File: src/rtl/cluster_event_tx.sv
// Multi-channel event producer feeding a toggle-token slot buffer read from another clock domain.
// Round-robin arbitration across channels; when full, either backpressures or accepts and counts drops.
module cluster_event_tx #(
  parameter int N_CH         = 4,
  parameter int EVNT_WIDTH   = 8,
  parameter int BUFFER_WIDTH = 8,
  parameter int SYNC_STAGES  = 2,
  parameter int DROP_ON_FULL = 0
) (
  input  logic                                   clk_i,
  input  logic                                   rst_ni,
  input  logic [N_CH-1:0]                        evt_valid_i,
  input  logic [N_CH-1:0][EVNT_WIDTH-1:0]        evt_data_i,
  output logic [N_CH-1:0]                        evt_ack_o,
  output logic [BUFFER_WIDTH-1:0]                events_wt_o,
  input  logic [BUFFER_WIDTH-1:0]                events_rp_i,
  output logic [BUFFER_WIDTH-1:0][EVNT_WIDTH-1:0] events_da_o,
  output logic [$clog2(BUFFER_WIDTH):0]          level_o,
  output logic                                   full_o,
  output logic                                   empty_o,
  input  logic                                   clr_drop_i,
  output logic [7:0]                             drop_cnt_o
);

  localparam int IDX_W = $clog2(BUFFER_WIDTH);
  localparam int PTR_W = (N_CH > 1) ? $clog2(N_CH) : 1;
  localparam int LVL_W = IDX_W + 1;

  logic [SYNC_STAGES-1:0][BUFFER_WIDTH-1:0]   rp_sync_q, rp_sync_d;
  logic [BUFFER_WIDTH-1:0]                    wt_q, wt_d;
  logic [BUFFER_WIDTH-1:0][EVNT_WIDTH-1:0]    data_q, data_d;
  logic [IDX_W-1:0]                           wr_idx_q, wr_idx_d;
  logic [PTR_W-1:0]                           rr_ptr_q, rr_ptr_d;
  logic [7:0]                                 drop_q, drop_d;

  logic [BUFFER_WIDTH-1:0] occ;
  logic [LVL_W-1:0]        level;
  logic                    full;
  logic                    grant_vld;
  logic [PTR_W-1:0]        grant_idx;
  logic [PTR_W-1:0]        cand;
  logic                    ack_any;
  logic                    wr_en;
  logic                    drop_en;

  // Slot occupancy is the disagreement between our write token and the synchronised read token.
  always_comb begin
    occ   = wt_q ^ rp_sync_q[SYNC_STAGES-1];
    level = '0;
    for (int unsigned k = 0; k < BUFFER_WIDTH; k++) begin
      level = level + LVL_W'(occ[k]);
    end
    full = occ[wr_idx_q];
  end

  always_comb begin
    grant_vld = 1'b0;
    grant_idx = '0;
    cand      = '0;
    for (int unsigned k = 0; k < N_CH; k++) begin
      cand = PTR_W'((32'(rr_ptr_q) + k) % N_CH);
      if (!grant_vld && evt_valid_i[cand]) begin
        grant_vld = 1'b1;
        grant_idx = cand;
      end
    end
  end

  // Ack is masked during reset so nothing appears accepted while state is being cleared.
  always_comb begin
    evt_ack_o = '0;
    ack_any   = grant_vld && rst_ni && (!full || (DROP_ON_FULL != 0));
    if (ack_any) begin
      evt_ack_o[grant_idx] = 1'b1;
    end
    wr_en   = ack_any && !full;
    drop_en = ack_any && full;
  end

  always_comb begin
    rp_sync_d[0] = events_rp_i;
    for (int unsigned s = 1; s < SYNC_STAGES; s++) begin
      rp_sync_d[s] = rp_sync_q[s-1];
    end

    wt_d     = wt_q;
    data_d   = data_q;
    wr_idx_d = wr_idx_q;
    if (wr_en) begin
      data_d[wr_idx_q] = evt_data_i[grant_idx];
      wt_d[wr_idx_q]   = ~wt_q[wr_idx_q];
      wr_idx_d         = wr_idx_q + 1'b1;
    end

    rr_ptr_d = rr_ptr_q;
    if (ack_any) begin
      rr_ptr_d = PTR_W'((32'(grant_idx) + 1) % N_CH);
    end

    drop_d = drop_q;
    if (clr_drop_i) begin
      drop_d = '0;
    end else if (drop_en && (drop_q != 8'hFF)) begin
      drop_d = drop_q + 8'd1;
    end
  end

  always_ff @(posedge clk_i or negedge rst_ni) begin
    if (!rst_ni) begin
      rp_sync_q <= '0;
      wt_q      <= '0;
      data_q    <= '0;
      wr_idx_q  <= '0;
      rr_ptr_q  <= '0;
      drop_q    <= '0;
    end else begin
      rp_sync_q <= rp_sync_d;
      wt_q      <= wt_d;
      data_q    <= data_d;
      wr_idx_q  <= wr_idx_d;
      rr_ptr_q  <= rr_ptr_d;
      drop_q    <= drop_d;
    end
  end

  assign events_wt_o = wt_q;
  assign events_da_o = data_q;
  assign level_o     = level;
  assign full_o      = full;
  assign empty_o     = (level == '0);
  assign drop_cnt_o  = drop_q;

endmodule

File: config.mk
export PLATFORM = sky130hd
export DESIGN_NAME = cluster_event_tx
export DESIGN_NICKNAME = d
export VERILOG_FILES = /design/src/rtl/cluster_event_tx.sv
export SDC_FILE = /design/constraint.sdc
export NUM_CORES = 1
export LEC_CHECK = 0
export CAP_MARGIN = 0
export CORE_MARGIN = 5
export CORE_UTILIZATION = 51
export DETAILED_ROUTE_END_ITERATION = 6
export PLACE_DENSITY = 0.9
export SLEW_MARGIN = 20
export SYNTH_ARGS = -nofsm -noshare
export SYNTH_HDL_FRONTEND = slang
export SYNTH_SLANG_ARGS = --single-unit
File: constraint.sdc
create_clock -name clk_i -period 10.6 [get_ports clk_i]
set_input_delay 2.12 -clock clk_i [delete_from_list [all_inputs] [get_ports clk_i]]
set_output_delay 2.12 -clock clk_i [all_outputs]
set_load 0.01 [all_outputs]
==> impl_results.md, run 1 <==
- Status: completed
- Dominant register cell in the synthesized netlist: dfrtp_1
- Nets@finish: 550
- Worst path required time: 8480 ps
- Core Region: 9150 sq um
- Wirelength per Cell: 20.0 um
- Standby leakage power: 2.68 nW
- Share of cells above drive strength 1: 21.0%
- Sequential share of the synthesized area: 53.4%
- Slowest cell on the critical path: and2_1
- Die Height: 106 um
- Largest area contributor in the netlist: dfrtp_1
- Setup TNS Final: 0 ps
- Post-synth EDFFs: 0
- Gr usage total: 22.0%
- DR vias/cell: 5.64
- Worst Setup Path Type: input pin to output port
- Post-CTS Resized: 0
- Final Total Pwr: 2.15 mW
- Synth unique cells: 43
- I/O pin total: 137
- H-tree levels: 3
- Critical path startpoint category: input pin
- Fin. max-slew vios: 0
- CTS Hold Buffers Added: 0
- Crit path buffers/inverters: 3
- Slew @ Worst Pin: 961 ps
- Clock slew at reported path FFs: 100 ps
- Critical Path Sink Type: output port
- Area contributors post-synth: dfrtp_1, mux2_2, ha_1
- Worst vdd ir: 289 uV
- CTS tree: done
- Root Driver: clkbuf_8
- Die W: 106 um
- Initial Util: 51.7%
- Largest fanout on the critical path: 11
- Crit path time final: 7130 ps
- DR DRC count: 0
- Post-synth ARST share: 100%
- Most common cell after layout, fill and taps aside: clkdlybuf4s50_1
- Yosys reg bits: 101
- Final core occ: 68.9%
- Final Hold Vio Count: 0
- Crit-path cells: clkdlybuf4s50_1 -> nor2b_1 -> a211o_1 -> and2_1 -> inv_1 -> ha_1 -> and2_1 -> clkdlybuf4s50_1
- Detailed Routing Iterations Pass 1: 4
- FILL cells: 622
- Clk sinks: 101
- Cts bufs inserted: 9
- Row Count: 35
- Port-buffer cells: 136
- Fin crit share: 67.2%
- CP max stage delay: 560 ps
- Detailed-route wire length: 12100 um
- Setup Viol. Count Final: 0
- Routed via count: 3426
- Top delay family on crit path: simple AND/OR/NAND/NOR gates
- Global-route wire length before repair: 19600 um
- Final Wtd Congestion: 0.850
- Vias in the first global route: 3743
- Clock Skew: 10.5 ps
- Hpwl dp: 9060 um
- Syn Area/Cell: 13.0 sq um
- Full die area: 11300 sq um
- Antenna fix cells: 0
- Initial antenna violation count: 0
- Area grow syn2layout: 33.3%
- Largest net degree at the start of global routing: 59
- Global route overflow: 0
- Yosys top cell area share: 53.4%
- Post-CTS setup buffer count: 0
- Synthesized cell area: 4730 sq um
- RSZ-0062 raised after global routing: no
- Pwr Density: 340 nW/um^2
- Max-Cap Viols: 0
- Post-DRT Antenna Nets: 0
- Clock Path Buffers: 2
- Syn_nets: 423
- Min-delay worst type: flop to flop
- Most frequent cells in the layout: clkdlybuf4s50_1, dfrtp_1, mux2_2, nand3_1, nor2b_1
- Worst EP arrival: 5010 ps
- Cells after Synth: 364
- Iter 0 DRT Violations: 199
- Clock Latency Late Sink: 360 ps
- Fmax: 140 MHz
- Worst slew margin: 35.7%
- YS warnings: 0
[metrics by stage]
| step | instance area [sq um] | worst slack (ps) | instances | hold slack, ps |
|---|---|---|---|---|
| after floorplan | 4730 | 4790 | 364 | 331 |
| after global placement | 6130 | 3610 | 591 | 333 |
| after detailed placement | 6130 | 3520 | 591 | 339 |
| after CTS | 6310 | 3510 | 607 | 360 |
| after global routing | 6310 | 3220 | 607 | 372 |
| final | 6310 | 3470 | 607 | 354 |
[power by group]
part           internal, mW  switching [mW]  total, mW  leakage [nW]
Sequential            0.534           0.124      0.658          1.24
Clock                0.0887           0.136      0.224        0.0923
Combinational         0.687           0.578       1.26          1.34
Total                  1.31           0.837       2.15          2.68
[layer usage]
layer	part of all wire [%]	GRT usage, %
met5	0	0
met4	2.0	7.86
met3	8.1	6.07
met2	50	37.8
met1	40	26.4
[Yosys cell counts, drive strengths merged (2+ instances only)]
master and count:
clkbuf 12, nand3 17, nor2 11, buf 9, dfrtp 101, mux2 73, a32oi 8, and2 11
nor3 2, nor2b 13, xor2 3, ha 8, nor3b 2, a21bo 8, a221oi 9, fa 4
inv 12, and3b 2, or4 3, o21ai 3, xnor2 8, and3 9, nor4 9, nand3b 3
mux2i 2, nand2 11
[flip-flops by register name, summed over array words and instances (netlist names)]
| name | count |
|---|---|
| events_da_o | 64 |
| drop_cnt_o | 8 |
| events_wt_o | 8 |
| rp_sync_d | 8 |
| rp_sync_q | 8 |
| wr_idx_q | 3 |
| rr_ptr_q | 2 |
[final cells by class]
type	count	area, sq um	share of cell area, %
timing repair buffer	137	1370	21.7
clock buffer	9	124	1.96
clock inverter	7	55.1	0.873
tap	111	139	2.20
multi-input combinational	230	2050	32.5
inverter	12	45.0	0.714
sequential	101	2530	40.1
[path summary, 6_finish.rpt]
kind	from	end	slack [ps]	depth (start not counted)
worst max-delay path	evt_valid_i[2]	evt_ack_o[0]	3470	8
worst min-delay path	rp_sync_d[15]$_DFF_PN0_	rp_sync_q[15]$_DFF_PN0_	350	0
worst max register to register	rr_ptr_q[0]$_DFFE_PN0P_	events_da_o[0]$_DFFE_PN0P_	7880	5
worst min register to register	rp_sync_d[15]$_DFF_PN0_	rp_sync_q[15]$_DFF_PN0_	350	0
max in group asynchronous	rst_ni	rp_sync_q[8]$_DFF_PN0_	7730	2
min in group asynchronous	rst_ni	events_da_o[10]$_DFFE_PN0P_	1730	1
[logic make-up after synthesis]
logic type / synth area share, %
xor gates and xnor gates: 2.04
muxes: 17.8
and+or+nand+nor: 11.4
buffers and inverters: 3.25
DFF: 53.4
AOI/OAI and AO/OA: 8.30
adders and majority gates: 3.81
(Power assumes the default switching activity.)
==> run 2: changes to the inputs <==
- CORE_UTILIZATION: 51 -> 48
- PLACE_DENSITY: 0.9 -> 0.86
- clock period: 10.6 -> 7.04 ns (I/O delays scaled with it)
==> run 2 against run 1 <==
Against the previous run: count of clock-buffer cells in the layout is 1 higher; flip-flop and latch count is the same; core utilization fell by 3.4 points; design area rose by 0.63%; global-route usage down 2.2 points; sequential power grew 49%; routed wire length fell by 4.1%; power rose by 50%; worst hold slack got worse by 2.9 ps; sequential share of layout area decreased by 0.25 points; clock skew grew 3.5 ps; non-clock buffer count stayed put; critical endpoint is now evt_ack_o[1]; largest power group unchanged.
==> impl_results.md, run 2 (synthesized netlist as in run 1, its figures left out) <==
- Status: completed
- Final Hold Vio Count: 0
- Fmax: 175 MHz
- WHS: 352 ps
- H-tree levels: 3
- Share of cells above drive strength 1: 21.0%
- CTS Hold Buffers Added: 0
- Worst slew margin: 37.9%
- Setup Viol. Count Final: 0
- Post-CTS setup buffer count: 0
- Global route overflow: 0
- R2R Path End: events_da_o[39]$_DFFE_PN0P_
- Reg power frac: 30.5%
- Core Region: 9680 sq um
- Int Pwr: 1.98 mW
- Detailed Routing Iterations Pass 1: 4
- Initial antenna violation count: 0
- Row Count: 36
- Vias in the first global route: 3518
- Iter 0 DRT Violations: 224
- Hold Startpoint: rp_sync_d[9]$_DFF_PN0_
- Most common cell after layout, fill and taps aside: clkdlybuf4s50_1
- Clock Latency Late Sink: 360 ps
- Worst EP arrival: 4310 ps
- Min-delay worst type: flop to flop
- Cts bufs inserted: 9
- Sw Share: 38.5%
- Setup TNS Final: 0 ps
- Global-route wire length before repair: 18300 um
- Initial Util: 48.9%
- Hpwl dp: 8700 um
- FILL cells: 733
- Routed via count: 3415
- Fin. max-slew vios: 0
- Sw Pwr: 1.24 mW
- Clk sinks: 101
- Clock slew at reported path FFs: 100 ps
- R2R depth: 5
- Critical Path Sink Type: output port
- Port-buffer cells: 136
- Clock Power Share: 11.1%
- RR Startpoint: rr_ptr_q[0]$_DFFE_PN0P_
- Max reg flops: 64
- Hold path cells: 0
- Die W: 109 um
- Worst vdd ir: 337 uV
- Hold endpoint: rp_sync_q[9]$_DFF_PN0_
- Final Total Pwr: 3.22 mW
- Antenna fix cells: 0
- Detailed-route wire length: 11600 um
- Critical path startpoint category: input pin
- Largest fanout on the critical path: 11
- Crit path time final: 5710 ps
- Worst path required time: 5630 ps
- Post-CTS Resized: 0
- Die Height: 109 um
- DR vias/cell: 5.43
- Standby leakage power: 2.69 nW
- Nets@finish: 550
- Wirelength per Cell: 18.5 um
- Most frequent cells in the layout: clkdlybuf4s50_1, dfrtp_1, mux2_2, nand3_1, nor2b_1
- Post-DRT Antenna Nets: 0
- CTS tree: done
- Gr usage total: 19.7%
- Reg2reg setup slack: 4320 ps
- Final Wtd Congestion: 0.829
- Max-Cap Viols: 0
- Worst Setup Path Type: input pin to output port
- Fin crit share: 81.2%
- Clock Skew: 14.0 ps
- Slew @ Worst Pin: 928 ps
- Area grow syn2layout: 34.1%
- Logic pwr share: 58.5%
- I/O pin total: 137
- Pwr Density: 507 nW/um^2
- Largest net degree at the start of global routing: 70
- Full die area: 11900 sq um
- DR DRC count: 0
- RSZ-0062 raised after global routing: no
- Clock Path Buffers: 2
- Root Driver: clkbuf_8
[run 2: changes by cell type in the layout (fill, tap and decap cells not counted), sizes merged]
| cell | delta |
|---|---|
| clkinv | +1 |
| inv | -1 |
| clkinvlp | -1 |
| clkbuf | +1 |
[run 2: worst max-delay path by stage]
stage                                     from  slack, ps            to  cells after the start
floorplan           events_wt_o[1]$_DFFE_PN0P_       2350       empty_o                     10
global placement                evt_valid_i[2]       1490  evt_ack_o[1]                      8
detailed placement              evt_valid_i[2]       1350  evt_ack_o[1]                      8
CTS                             evt_valid_i[2]       1350  evt_ack_o[1]                      8
global route                    evt_valid_i[2]       1160  evt_ack_o[0]                      8
finish                          evt_valid_i[2]       1330  evt_ack_o[1]                      8
[run 2: power groups by stage]
stage	Sequential (mW)	Combinational, mW	Clock, mW
2_1_floorplan	1.03	0.935	0
3_3_place_gp	0.978	1.84	0
3_5_place_dp	0.989	1.90	0
4_1_cts	0.981	1.90	0.364
5_1_grt	1.01	2.04	0.390
6_report	0.980	1.88	0.356
[run 2: metal layers]
| layer | up-vias | global-route usage, % | wire (um) |
|---|---|---|---|
| met5 | - | 0 | 0 |
| met4 | 0 | 3.56 | 116 |
| met3 | 17 | 7.52 | 1270 |
| met2 | 162 | 31.4 | 5240 |
| met1 | 1677 | 26.3 | 5000 |
| li1 | 1559 | - | - |
[run 2: critical path, stage by stage]
cell and delay, ps:
clkdlybuf4s50_1 500, nor2b_1 550, a211o_1 320, and2_1 570, inv_1 140, ha_1 200
and2_1 130, clkdlybuf4s50_1 470
[run 2: area by class of cell]
| cell class | instances | area (sq um) | share of cell area (%) |
|---|---|---|---|
| clock buffer | 10 | 138 | 2.17 |
| multi-input combinational | 230 | 2050 | 32.3 |
| inverter | 12 | 45.0 | 0.709 |
| sequential | 101 | 2530 | 39.8 |
| timing repair buffer | 137 | 1370 | 21.5 |
| clock inverter | 6 | 53.8 | 0.847 |
| tap | 133 | 166 | 2.62 |
[run 2: through the flow]
stage	cell area [sq um]	instances	setup WS (ps)	util, %
floorplan	4730	364	2350	-
finish	6350	629	1330	65.6
global route	6350	629	1160	65.6
CTS	6350	629	1350	65.6
global placement	6160	613	1490	63.6
detailed placement	6160	613	1350	63.6
==> run 3: changes to the inputs <==
- CORE_UTILIZATION: 48 -> 43
- PLACE_DENSITY: 0.86 -> 0.81
- clock period: 7.04 -> 4.85 ns (I/O delays scaled with it)
==> run 3 against run 2 <==
Against the previous run: via count up 0.35%; cell count up 1.7%; clock skew up 3.7 ps; register-to-register slack worse by 2100 ps; largest cell class unchanged; highest routed layer unchanged.
==> impl_results.md, run 3 (synthesized netlist as in run 1, its figures left out) <==
- Status: completed
- Cts bufs inserted: 9
- Worst Setup Path Type: flop to output port
- CTS Hold Buffers Added: 0
- Max-Cap Viols: 0
- Nets@finish: 554
- H-tree levels: 3
- Worst slew margin: 38.9%
- Area grow syn2layout: 35.6%
- Clock Skew: 17.7 ps
- Min-delay worst type: flop to flop
- Largest fanout on the critical path: 4
- Final Hold Vio Count: 0
- Most frequent cells in the layout: clkdlybuf4s50_1, dfrtp_1, mux2_2, nand3_1, nor2b_1
- Fin crit share: 96.5%
- Setup Viol. Count Final: 0
- Vias in the first global route: 3622
- Setup TNS Final: 0 ps
- Met3 WL post-DR: 1240 um
- Initial Util: 43.9%
- Antenna fix cells: 0
- CTS tree: done
- CP max stage delay: 510 ps
- Crit-path cells: xnor2_2 -> fa_1 -> fa_1 -> fa_1 -> inv_1 -> ha_1 -> inv_1 -> fa_1 -> inv_1 -> nor4_2 -> clkbuf_2
- Fmax: 214 MHz
- Worst EP arrival: 3710 ps
- Clock Latency Late Sink: 370 ps
- Clock Path Buffers: 2
- M1 WL: 4960 um
- Standby leakage power: 2.74 nW
- Global route overflow: 0
- Final Wtd Congestion: 0.950
- Placed Cells: 623
- Detailed Routing Iterations Pass 1: 4
- DR DRC count: 0
- Routed via count: 3427
- Top sig layer: met4
- Clock slew at reported path FFs: 100 ps
- Crit path buffers/inverters: 4
- Clk sinks: 101
- Share of cells above drive strength 1: 22.8%
- Full die area: 13200 sq um
- I/O pin total: 137
- Worst path required time: 3880 ps
- Die W: 115 um
- Hpwl dp: 9080 um
- Largest net degree at the start of global routing: 74
- Die Height: 115 um
- Top delay family on crit path: adder cells
- Metal2 WL: 5590 um
- Slew @ Worst Pin: 913 ps
- Core Region: 10800 sq um
- Global-route wire length before repair: 19200 um
- Root Driver: clkbuf_8
- RSZ-0062 raised after global routing: no
- Pwr Density: 733 nW/um^2
- Post-DRT Antenna Nets: 0
- Critical path startpoint category: flop
- Critical Path Sink Type: output port
- Row Count: 38
- Initial antenna violation count: 0
- Worst vdd ir: 486 uV
- Iter 0 DRT Violations: 259
- Detailed-route wire length: 12100 um
- Wirelength per Cell: 18.8 um
- DR vias/cell: 5.35
- Most common cell after layout, fill and taps aside: clkdlybuf4s50_1
- Crit-path most repeated cell: fa_1
- Port-buffer cells: 136
- Gr usage total: 18.4%
- Max reg flops: 64
- Layout Cells excl Fill: 640
- Fin. max-slew vios: 0
- Slowest cell on the critical path: fa_1
- Final Total Pwr: 4.70 mW
- Crit path time final: 4680 ps
[run 3: cell count changes in the layout (fill, tap and decap cells not counted), moves of 2 or more]
cell / delta
clkinv_4: -2
xnor2_2: +3
clkdlybuf4s50_1: -3
inv_6: +2
xnor2_1: -3
inv_8: -2
buf_4: +4
dlymetal6s2s_1: +2
[run 3: per-stage QoR]
stage | cell area, sq um | setup slack [ps] | utilization [%] | hold WS, ps
floorplan | 4730 | 598 | - | 331
global route | 6420 | 12.5 | 59.5 | 363
detailed placement | 6190 | 59.3 | 57.3 | 335
CTS | 6390 | 9.82 | 59.3 | 359
global placement | 6190 | 229 | 57.3 | 333
finish | 6420 | 169 | 59.5 | 355
[run 3: layer usage]
| metal | global-route usage, % | up-vias |
|---|---|---|
| li1 | - | 1568 |
| met1 | 23.0 | 1680 |
| met2 | 29.4 | 155 |
| met3 | 7.74 | 24 |
| met4 | 5.71 | 0 |
| met5 | 0 | - |
[run 3: final timing paths]
kind	startpoint	end	slack (ps)	depth (start not counted)
max in group asynchronous	rst_ni	events_da_o[6]$_DFFE_PN0P_	3010	3
min	rp_sync_d[10]$_DFF_PN0_	rp_sync_q[10]$_DFF_PN0_	350	0
min reg2reg	rp_sync_d[10]$_DFF_PN0_	rp_sync_q[10]$_DFF_PN0_	350	0
min in group asynchronous	rst_ni	events_da_o[2]$_DFFE_PN0P_	900	2
max reg2reg	rr_ptr_q[1]$_DFFE_PN0P_	events_da_o[19]$_DFFE_PN0P_	2240	5
max	events_wt_o[1]$_DFFE_PN0P_	empty_o	170	11
[run 3: power by group]
group          switching (mW)  leakage [nW]  internal, mW
sequential              0.265          1.24          1.17
combinational            1.28          1.40          1.48
clock                   0.302        0.0964         0.210
[run 3: area by class of cell]
cell class              count  area (sq um)
fillers                   833          4370
flip-flops and latches    101          2530
multi-input cells         230          2080
repair buffers            141          1400
well taps                 140           175
clock buffers              10           138
clock inverters             6          55.1
inverters                  12          45.0
[run 3: repair_timing]
item                                    4_1_cts  5_1_grt
endpoints found under the hold margin         0        0
gates cloned                                  0        0
endpoints found under the setup margin        2        3
resized for setup                             3        8
buffers inserted                              0        1
